`config.mk`:
```
export PLATFORM = sky130hd
export DESIGN_NAME = if_fetch_ctrl
export DESIGN_NICKNAME = d
export VERILOG_FILES = /design/src/rtl/mips_defs.sv /design/src/rtl/if_addr_chk.sv /design/src/rtl/if_fetch_ctrl.sv
export SDC_FILE = /design/constraint.sdc
export NUM_CORES = 1
export LEC_CHECK = 0
export ABC_AREA = 1
export ABC_CLOCK_PERIOD_IN_PS = 4300
export BUFFER_PORTS_ARGS = -buffer_cell sky130_fd_sc_hd__clkbuf_2
export CAP_MARGIN = 10
export CELL_PAD_IN_SITES_DETAIL_PLACEMENT = 1
export CELL_PAD_IN_SITES_GLOBAL_PLACEMENT = 1
export CORE_MARGIN = 10
export CORE_UTILIZATION = 38
export DETAILED_ROUTE_END_ITERATION = 16
export PLACE_DENSITY = 0.93
export SLEW_MARGIN = 20
export SYNTH_ARGS = -nofsm -noshare
export SYNTH_HDL_FRONTEND = slang
export SYNTH_SLANG_ARGS = --single-unit
```
`constraint.sdc`:
```
create_clock -name clk -period 4.3 [get_ports clk]
set_input_delay 0.43 -clock clk [delete_from_list [all_inputs] [get_ports clk]]
set_output_delay 0.43 -clock clk [all_outputs]
set_load 0.02 [all_outputs]
```
`src/rtl/mips_defs.sv`:
```
// mips_defs: shared fetch constants, exception codes and fetch sequencer states
package mips_defs;
  localparam logic [31:0] PC_RESET = 32'h0000_3000;
  localparam logic [31:0] PC_LIMIT = 32'h0000_6ffc;
  localparam logic [31:0] HANDLER_PC = 32'h0000_4180;
  localparam logic [4:0] EXC_NONE = 5'd0;
  localparam logic [4:0] EXC_ADEL = 5'd4;
  typedef enum logic [1:0] {RUN, PEND, TRAP} state_t;
endpackage

```
`src/rtl/if_addr_chk.sv`:
```
// if_addr_chk: word-aligned instruction-memory window check
module if_addr_chk #(
  parameter logic [31:0] LO = 32'h0000_3000,
  parameter logic [31:0] HI = 32'h0000_6ffc
) (
  input  logic [31:0] addr,
  output logic        legal
);
  assign legal = addr[1:0] == 2'b00 && addr >= LO && addr <= HI;
endmodule

```
`src/rtl/if_fetch_ctrl.sv`:
```
// if_fetch_ctrl: next-PC sequencer with redirect capture under stall and AdEL fetch trap
module if_fetch_ctrl #(
  parameter logic [31:0] PC_RESET = mips_defs::PC_RESET,
  parameter logic [31:0] PC_LIMIT = mips_defs::PC_LIMIT,
  parameter logic [31:0] HANDLER_PC = mips_defs::HANDLER_PC
) (
  input  logic        clk,
  input  logic        reset,
  input  logic [31:0] pc,
  input  logic        stall,
  input  logic        br_valid,
  input  logic [31:0] br_target,
  input  logic        exc_req,
  input  logic        eret_req,
  input  logic [31:0] epc,
  output logic [31:0] next_pc,
  output logic        pc_en,
  output logic        flush,
  output logic [4:0]  exc_code,
  output logic [31:0] bad_vaddr
);
  import mips_defs::*;
  state_t state, state_n;
  logic [31:0] pend, pend_n, cand;
  logic legal, fault;
  assign cand = eret_req ? epc : state == PEND ? pend : br_valid ? br_target : pc + 32'd4;
  if_addr_chk #(.LO(PC_RESET), .HI(PC_LIMIT)) u_chk (.addr(cand), .legal(legal));
  always_comb begin
    next_pc = pc;
    pc_en = 1'b0;
    flush = 1'b0;
    state_n = state;
    pend_n = pend;
    fault = 1'b0;
    if (exc_req) begin
      next_pc = HANDLER_PC;
      pc_en = 1'b1;
      flush = 1'b1;
      state_n = RUN;
      pend_n = '0;
    end else if (eret_req) begin
      if (legal) begin
        next_pc = cand;
        pc_en = 1'b1;
        flush = 1'b1;
        state_n = RUN;
      end else fault = 1'b1;
    end else if (state != TRAP && !stall) begin
      if (legal) begin
        next_pc = cand;
        pc_en = 1'b1;
        state_n = RUN;
      end else fault = 1'b1;
    end else if (state == RUN && br_valid) begin
      pend_n = br_target;
      state_n = PEND;
    end
    if (fault) state_n = TRAP;
    if (reset) begin
      next_pc = PC_RESET;
      pc_en = 1'b0;
      flush = 1'b0;
    end
  end
  always_ff @(posedge clk or posedge reset) begin
    if (reset) begin
      state <= RUN;
      pend <= '0;
      exc_code <= EXC_NONE;
      bad_vaddr <= '0;
    end else begin
      state <= state_n;
      pend <= pend_n;
      exc_code <= state_n == TRAP ? EXC_ADEL : EXC_NONE;
      if (fault) bad_vaddr <= cand;
    end
  end
endmodule

```
# Word level (Yosys, flattened, before mapping)
# Index checks and enable logic that the tools add are counted.
totals:
  out_inout_bits: 71
  regBits: 69
op_classes:
  magnitude_cmp: 2
  reduce_logical: 9
  n_eq_ne: 5
  add_sub_neg: 1
  muxes: 31
ops:
  columns: ["cell", "n"]
  rows:
  - ["32-bit two-way mux", 12]
  - ["32-bit by 3-bit adder with 32-bit output (second input constant)", 1]
  - ["32-bit by 14-bit >= comparator with 1-bit output (second input constant)", 1]
  - ["32-bit by 15-bit <= comparator with 1-bit output (second input constant)", 1]
  - ["1-bit two-way mux", 12]
  - ["2-bit two-way mux", 6]
  - ["2-bit != test (second input constant)", 3]
  - ["1-bit logical AND", 4]
  - ["2-bit logical NOT", 2]
  - ["3-bit two-way mux", 1]
  - ["3-bit AND reduction", 1]
  - ["2-bit by 1-bit equality test with 1-bit output (second input constant)", 1]
  - ["2-bit equality test (second input constant)", 1]
  - ["2-bit nonzero test", 1]
  - ["1-bit logical NOT", 1]

# Depth between registers and ports, before layout
# Gate-level depths: netlist (run 1).
depth:
  word_depth: 14
  ltp_mapped: 20
  depth_no_buf: 20

# By module
# A second synthesis (run 1) with hierarchy kept.
unflattened:
  hier_cells: 880
  hier_area_um2: 5406.4
by_module_without_submodules:
  columns: ["mod", "seq_area_each_um2", "n_inst", "area_per_inst_um2", "cells_per_inst"]
  rows:
  - ["if_fetch_ctrl", 1676.6, 1, 5307.6, 854]
  - ["if_addr_chk", 0.0, 1, 98.8, 26]

# Worst setup path before layout (run 1)
# No wires, ideal clock.
synth_timing:
  path_type: "input to output"
  startpoint: "input reset"
  endpoint: "output next_pc[12]"
  t_arrival_ps: 2794
  required_ps: 3870
  path_stages: 2
  path_buffers: 0
  setup_slack_ps: 1076
  path_cell_list: "clkinv_1 > nand3_1"
synth_between:
  elab_chain_len: 1
synth_lines:
  columns: ["element", "line_no", "source"]
  rows:
  - ["start: declaration", "if_fetch_ctrl.sv:8", "input logic reset,"]
  - ["32-bit two-way mux", "if_fetch_ctrl.sv:59", "if (reset) begin"]
  - ["end: declaration", "if_fetch_ctrl.sv:16", "output logic [31:0] next_pc,"]
# Every way passes these cells.

# Worst setup path in the final report (run 1)
layout_timing:
  startpoint: "register state[1]"
  endpoint: "output next_pc[9]"
layout_between:
  elab_chain_len: 11
  elab_cells_between_ends: 15
  classes_between: "order compare: 2; eq/ne: 2; mux: 7; reduce/logical: 4"
layout_lines:
  columns: ["element", "line_no", "source"]
  rows:
  - ["start: declaration", "if_fetch_ctrl.sv:23", "state_t state, state_n;"]
  - ["start signal: assignment", "if_fetch_ctrl.sv:72", "state <= state_n;"]
  - ["2-bit by 1-bit equality test with 1-bit output", "if_fetch_ctrl.sv:26", "assign cand = eret_req ? epc : state == PEND ? pend : br_valid ? br_target : pc + 32'd4;"]
  - ["32-bit two-way mux (2 in series)", "if_fetch_ctrl.sv:26", null]
  - ["32-bit by 14-bit >= comparator with 1-bit output / 2-bit logical NOT (equally long branches)", "if_addr_chk.sv:9", "assign legal = addr[1:0] == 2'b00 && addr >= LO && addr <= HI;"]
  - ["1-bit logical AND (2 in series)", "if_addr_chk.sv:9", null]
  - ["32-bit two-way mux", "if_fetch_ctrl.sv:42, if_fetch_ctrl.sv:49", null]
  - ["32-bit two-way mux", "if_fetch_ctrl.sv:48", "end else if (state != TRAP && !stall) begin"]
  - ["32-bit two-way mux *", "if_fetch_ctrl.sv:41", "end else if (eret_req) begin"]
  - ["32-bit two-way mux *", "if_fetch_ctrl.sv:35", "if (exc_req) begin"]
  - ["32-bit two-way mux *", "if_fetch_ctrl.sv:59", null]
# Mark *: on every way between the ends. The rest lies on a longest branch, timed or not.

==> results.cfg, run 1 <==
[setup_path]
r2r-start = state[1]
worst-r2r-setup-slack_ns = 0.87
reg2reg_depth = 17
slowest_delay_ns = 0.41
worstPathCellList = inv_1 -> nand2_2 -> buf_4 -> o21ai_0 -> inv_1 -> nand2_1 -> a21oi_1 -> nand2_1 -> nand2_1 -> nand3_2 -> nor2_4 -> nand3_4 -> nor2_4 -> buf_4 -> nand2_1 -> nand2_1 -> a21oi_2 -> clkbuf_2
cp.arrival_ns = 3.57
path_class = reg -> out
critPathCaptureType = output pin
cp-start-kind = register
worst-path-max-fanout = 24
reg2reg_to = bad_vaddr[13]
cp_common_cell = nand2_1
cp_data_required_time_ns = 3.87
slowest_stage = nand2_2

[clock_tree]
htreeDepth = 3
cts-root-buf = clkbuf_16
tritoncts = yes
cts_buffer_depth = 2
path_clk_slew_ns = 0.06
post_cts.repair.setup_buffers = 0
cts_hold_buf = 0
clkSinkCount = 67
ctsResizeCount = 0
insertion_delay_ns = 0.34
numCtsBuffers = 9

[place]
hpwl_um = 20100
dpl.cell_count = 1213
place.gp.congestion = 0.984
port_buffers = 168

[route]
ant_nets = 0
drc = 0
routed_wirelength_um = 26000
vias = 6834
firstDrtPassIters = 5
first_iter_violations = 686
drt-vias-per-instance = 5.57
wl_per_cell_um = 21.2

[global_routing]
met1_usage_pct = 31.5
grt_max_degree = 53
overflow = 0
met2_usage_pct = 40.9
grt_pass1_vias = 7161
busiest_layer = met2
grt_pass1_wl_um = 40300
grtUsageTotal_pct = 25.8
use_met3_pct = 7.52
antenna_found_initial = 0

[timing]
tns_ns = 0
hold_viol = 0
rsz0062_at_grt = no
max_freq_ghz = 0.250
drv_slew = 0
setup_viol = 0
slew_headroom_pct = 53.6
finClkSkew_ns = 0.00704
fin_crit_sh_pct = 93.0
tightest_slew_ns = 0.696
fin_crit_ns = 4.00

[run_status]
status = complete, no violations

[power]
ir_drop_mv = 0.203
leakagePower_nw = 3.69
power_density_mw_per_mm2 = 319

[floorplan]
dieArea_mm2 = 0.0195
rows = 43
fp.dieW_um = 140
ios = 173
start_util_pct = 38.9
fp.dieH_um = 140
core_area_mm2 = 0.0139

[synth]
synth-seq-cells = 67
syn_inst = 883
ys_seq_area_share_pct = 30.9
syn_avg_cell_area_um2 = 6.15
synthTopCellsByArea = dfrtp_1, nand2_1, nand3_1
synth_top_area_share_pct = 30.9
ys.warnings.count = 0
ys_types = 38
synthesis.area_mm2 = 0.00543
synth_largest_area_cell = dfrtp_1

[layout]
mostFrequentLayoutCells = nand2_1, clkbuf_2, nand3_1
area_delta_synth_final_pct = 25.1
final_common_cell = nand2_1
final.fill_count = 1973
antenna_cells = 0
regArea_mm2 = 0.00168
final_layout_size_suffix_gt1_share_pct = 24.8
final_cells = 1228
nNetsFinal = 1147
multi_input_area_mm2 = 0.00309

[min_path]
hp-class = in -> async

[flow_run]
drv_cap = 0
## through the flow
step | cell area, um^2 | hold slack (ns) | setup slack [ns] | utilization, % | power [mW]
after floorplan | 5440 | 0.471 | 1.08 | - | 1.10
after global placement | 6470 | 0.457 | 0.565 | 46.5 | 1.34
after detailed placement | 6470 | 0.474 | 0.510 | 46.5 | 1.36
after CTS | 6790 | 0.165 | 0.366 | 48.7 | 2.16
after global routing | 6790 | 0.202 | 0.0844 | 48.7 | 2.26
final | 6790 | 0.166 | 0.302 | 48.7 | 2.16
## layer usage
layer  vias up  routed length, um
met5         -                  0
met1      3263              10600
met4         0               1110
met2       362              11900
met3        70               2430
li1       3139                  -
## cell type report
cell class	count	share of cell area (%)
Sequential cell	67	24.7
Multi-Input combinational cell	658	45.6
Inverter	117	6.47
Timing Repair Buffer	191	15.3
Tap cell	180	3.32
Clock inverter	6	1.33
Clock buffer	9	3.32
## Yosys cell counts
cell type	number
nand2_1	261
clkinv_1	4
clkbuf_1	24
nand3_2	1
conb_1	1
xor2_1	1
nand3b_1	3
nand4_1	8
inv_1	110
a21boi_2	1
a21oi_2	4
o21bai_1	5
nor3_2	1
nor2_4	7
a211oi_1	5
ha_1	1
o211a_1	3
o22ai_1	2
o21ai_0	88
nand2_2	7
nand3_4	1
inv_2	3
buf_2	8
or2_2	15
buf_4	6
o21ai_1	15
nor2_2	10
dfrtp_1	67
o211ai_1	1
nand2_4	2
and2_1	1
a21oi_1	19
nor2_1	72
buf_1	2
nor3_1	6
nand3_1	113
buf_6	4
a22oi_2	1
## worst max path at each step
stage                  start          end  depth (start not counted)
finish              state[1]   next_pc[9]                         18
detailed placement     pc[3]   next_pc[9]                         21
floorplan              reset  next_pc[12]                          2
global placement       pc[3]   next_pc[9]                         21
CTS                 state[1]   next_pc[9]                         19
global route        state[1]   next_pc[9]                         19
## power by group
| group | leakage, nW | internal [mW] | switching, mW |
|---|---|---|---|
| Clock | 0.152 | 0.506 | 0.289 |
| Combinational | 2.69 | 0.188 | 0.432 |
| Sequential | 0.847 | 0.705 | 0.0417 |
## state kept, by name (all words and copies together) (netlist names)
| signal | cells |
|---|---|
| bad_vaddr | 32 |
| state | 2 |
| pend | 32 |
| exc_code | 1 |
## worst max-delay path: cells and delay by family, from the launching register on
kind                   cells  cell delay (ns)
and+or+nand+nor           10             1.54
buffers and inverters      5             0.83
AOI/OAI and AO/OA          3             0.48
DFF                        1             0.39
## logic make-up after synthesis
family                   count (synthesis)  synth area share, %
AND/OR/NAND/NOR                        508                 41.7
buffers and inverters                  161                 12.3
AO/OA/AOI/OAI                          144                 14.6
flip-flops                              67                 30.9
XOR/XNOR                                 1                0.161
adder cells (fa/ha/maj)                  1                0.231
other                                    1               0.0691
(Power assumes the default switching activity.)
==> inputs of run 2 (changes only) <==
--- a/config.mk
+++ b/config.mk
@@ -5,14 +5,13 @@
 export SDC_FILE = /design/constraint.sdc
 export NUM_CORES = 1
 export LEC_CHECK = 0
-export ABC_AREA = 1
 export ABC_CLOCK_PERIOD_IN_PS = 4300
 export BUFFER_PORTS_ARGS = -buffer_cell sky130_fd_sc_hd__clkbuf_2
 export CAP_MARGIN = 10
 export CELL_PAD_IN_SITES_DETAIL_PLACEMENT = 1
 export CELL_PAD_IN_SITES_GLOBAL_PLACEMENT = 1
 export CORE_MARGIN = 10
-export CORE_UTILIZATION = 38
+export CORE_UTILIZATION = 40
 export DETAILED_ROUTE_END_ITERATION = 16
 export PLACE_DENSITY = 0.93
 export SLEW_MARGIN = 20
==> results.cfg, run 2 <==
[synth]
synth.most_common_cell = nand2_1
syn_avg_cell_area_um2 = 8.29
synth_largest_area_cell = dfrtp_1
synth_top_area_share_pct = 32.3
syn_inst = 627
dominantRegCellSynth = dfrtp_1
ys_seq_area_share_pct = 32.3
synth-seq-cells = 67
ys_types = 70
synth_edf_count = 0
synth_commonest_cells = nand2_1, a21oi_1, dfrtp_1
ys_async_sr_fraction_pct = 100
synthesis.area_mm2 = 0.00520
ys.warnings.count = 0
synthTopCellsByArea = dfrtp_1, mux2_4, nand2_1

[layout]
multi_input_area_mm2 = 0.00333
nNetsFinal = 898
top_regs = bad_vaddr (32), pend (32), state (2)
regArea_mm2 = 0.00168
final_layout_size_suffix_gt1_share_pct = 35.1
final.fill_count = 1638
final_area_mm2 = 0.00666
area_delta_synth_final_pct = 28.2
final_common_cell = clkbuf_2
mostFrequentLayoutCells = clkbuf_2, nand2_1, a21oi_1
antenna_cells = 0
final_cells = 972

[clock_tree]
path_clk_slew_ns = 0.06
cts_buffer_depth = 2
clkSinkCount = 67
cts-root-buf = clkbuf_16
htreeDepth = 3
tritoncts = yes
numCtsBuffers = 9
insertion_delay_ns = 0.34

[setup_path]
critPathCaptureType = output pin
cp_data_required_time_ns = 3.87
worst-path-max-fanout = 33
path_class = reg -> out
cp.arrival_ns = 3.73
cp-start-kind = register

[floorplan]
rows = 41
fp.dieW_um = 134
fp.dieH_um = 134
dieArea_mm2 = 0.0180
core_area_mm2 = 0.0127
ios = 173
start_util_pct = 41.0

[power]
switching_share_pct = 34.3
p_switching_mw = 0.712
leakagePower_nw = 3.14
clockPowerShare_pct = 33.6
ir_drop_mv = 0.163
pwr-share-comb_pct = 30.7
power_density_mw_per_mm2 = 312
finalPower_mw = 2.08
p_int_mw = 1.37
power.share.sequential_pct = 35.7

[route]
top_layer_used = met4
drt-vias-per-instance = 5.98
met1_length_um = 9840
wl_met2_um = 11100
routed_wirelength_um = 23200
dr_wl_met3_um = 1830
wl_per_cell_um = 23.8
ant_nets = 0
first_iter_violations = 591
drc = 0
vias = 5814
firstDrtPassIters = 6

[global_routing]
grtUsageTotal_pct = 25.0
grt_max_degree = 40
grt_pass1_wl_um = 35600
grt_pass1_vias = 6126
antenna_found_initial = 0
overflow = 0

[timing]
slew_headroom_pct = 23.7
hold_viol = 0
hold_ws_ns = 0.268
drv_slew = 0
fin_crit_ns = 4.16
tightest_slew_ns = 1.14
finClkSkew_ns = 0.00490
setup_viol = 0
max_freq_ghz = 0.240
rsz0062_at_grt = no
tns_ns = 0
fin_crit_sh_pct = 96.8

[min_path]
hp-class = in -> async

[place]
place.gp.congestion = 0.944
hpwl_um = 18400
dpl.cell_count = 956
port_buffers = 168
place_area_mm2 = 0.00629

[flow_run]
drv_cap = 0

[run_status]
status = complete, no violations
run 2: changes by cell type after synthesis, sizes merged, moves of 14 or more:
cell   previous run  this run
a21oi            23        74
nand3           115        25
inv             113        13
nor4              0        14
nand2           270       108
nor2             89        24
and3              0        25
nor3              7        25
mux2              0        33
o21ai           103        25
run 2: per-stage QoR:
step / utilization, % / setup WS [ns]
6_report: 52.6 / 0.139
5_1_grt: 52.6 / 0.00337
4_1_cts: 52.0 / 0.000731
3_5_place_dp: 49.7 / 0.256
3_3_place_gp: 49.7 / 0.359
2_1_floorplan: - / 0.670
run 2: path summary, 6_finish.rpt:
check | startpoint | cells after the start | slack, ns | end
max reg2reg | state[1] | 11 | 0.70 | bad_vaddr[5]
max in group asynchronous | reset | 3 | 3.02 | pend[9]
min | reset | 2 | 0.27 | bad_vaddr[16]
max | state[1] | 12 | 0.14 | next_pc[12]
min reg2reg | bad_vaddr[11] | 1 | 0.51 | bad_vaddr[11]
min in group clk | br_target[31] | 3 | 0.32 | pend[31]
run 2: power by group through the flow:
stage / sequential, mW / combinational [mW] / clock (mW)
finish: 0.742 / 0.637 / 0.698
global route: 0.750 / 0.679 / 0.737
CTS: 0.742 / 0.627 / 0.704
detailed placement: 0.752 / 0.623 / 0
global placement: 0.745 / 0.608 / 0
floorplan: 0.814 / 0.296 / 0
run 2: logic make-up after synthesis:
kind of cell,Yosys count,share of synthesized area [%]
and+or+nand+nor,278,28.5
AOI/OAI and AO/OA,162,19.9
DFF,67,32.3
buffers and inverters,60,5.39
muxes,41,10.8
xor gates and xnor gates,17,2.86
adders and majority gates,1,0.241
other,1,0.0721
run 2: what timing repair did:
item | CTS | global route
buffers inserted | 0 | 0
setup endpoints to repair | 3 | 23
resized for setup | 4 | 15
pin swaps | 2 | 4
hold buffers | 0 | 0
run 2: critical path, stage by stage (launching register included):
cell      delay [ns]
dfrtp_1         0.41
buf_6           0.16
nand2b_4        0.15
buf_12          0.16
a31oi_1         0.17
o21ai_0         0.21
or3_4           0.47
or3_1           0.36
nor4_4          0.19
nand4_1         0.25
o211a_1         0.31
a311o_1         0.34
clkbuf_2        0.18
run 2: area by class of cell:
class / instances / area share [%]
Clock buffer: 11 / 3.79
Timing Repair Buffer: 200 / 16.7
Sequential cell: 67 / 25.2
Clock inverter: 5 / 0.413
Tap cell: 172 / 3.23
Multi-Input combinational cell: 503 / 50.0
Inverter: 14 / 0.789
run 2: metal layers:
layer	up-vias	track usage [%]
met5	-	0
met4	0	7.32
met3	32	5.04
met2	246	40.6
met1	2899	32.8
li1	2637	-
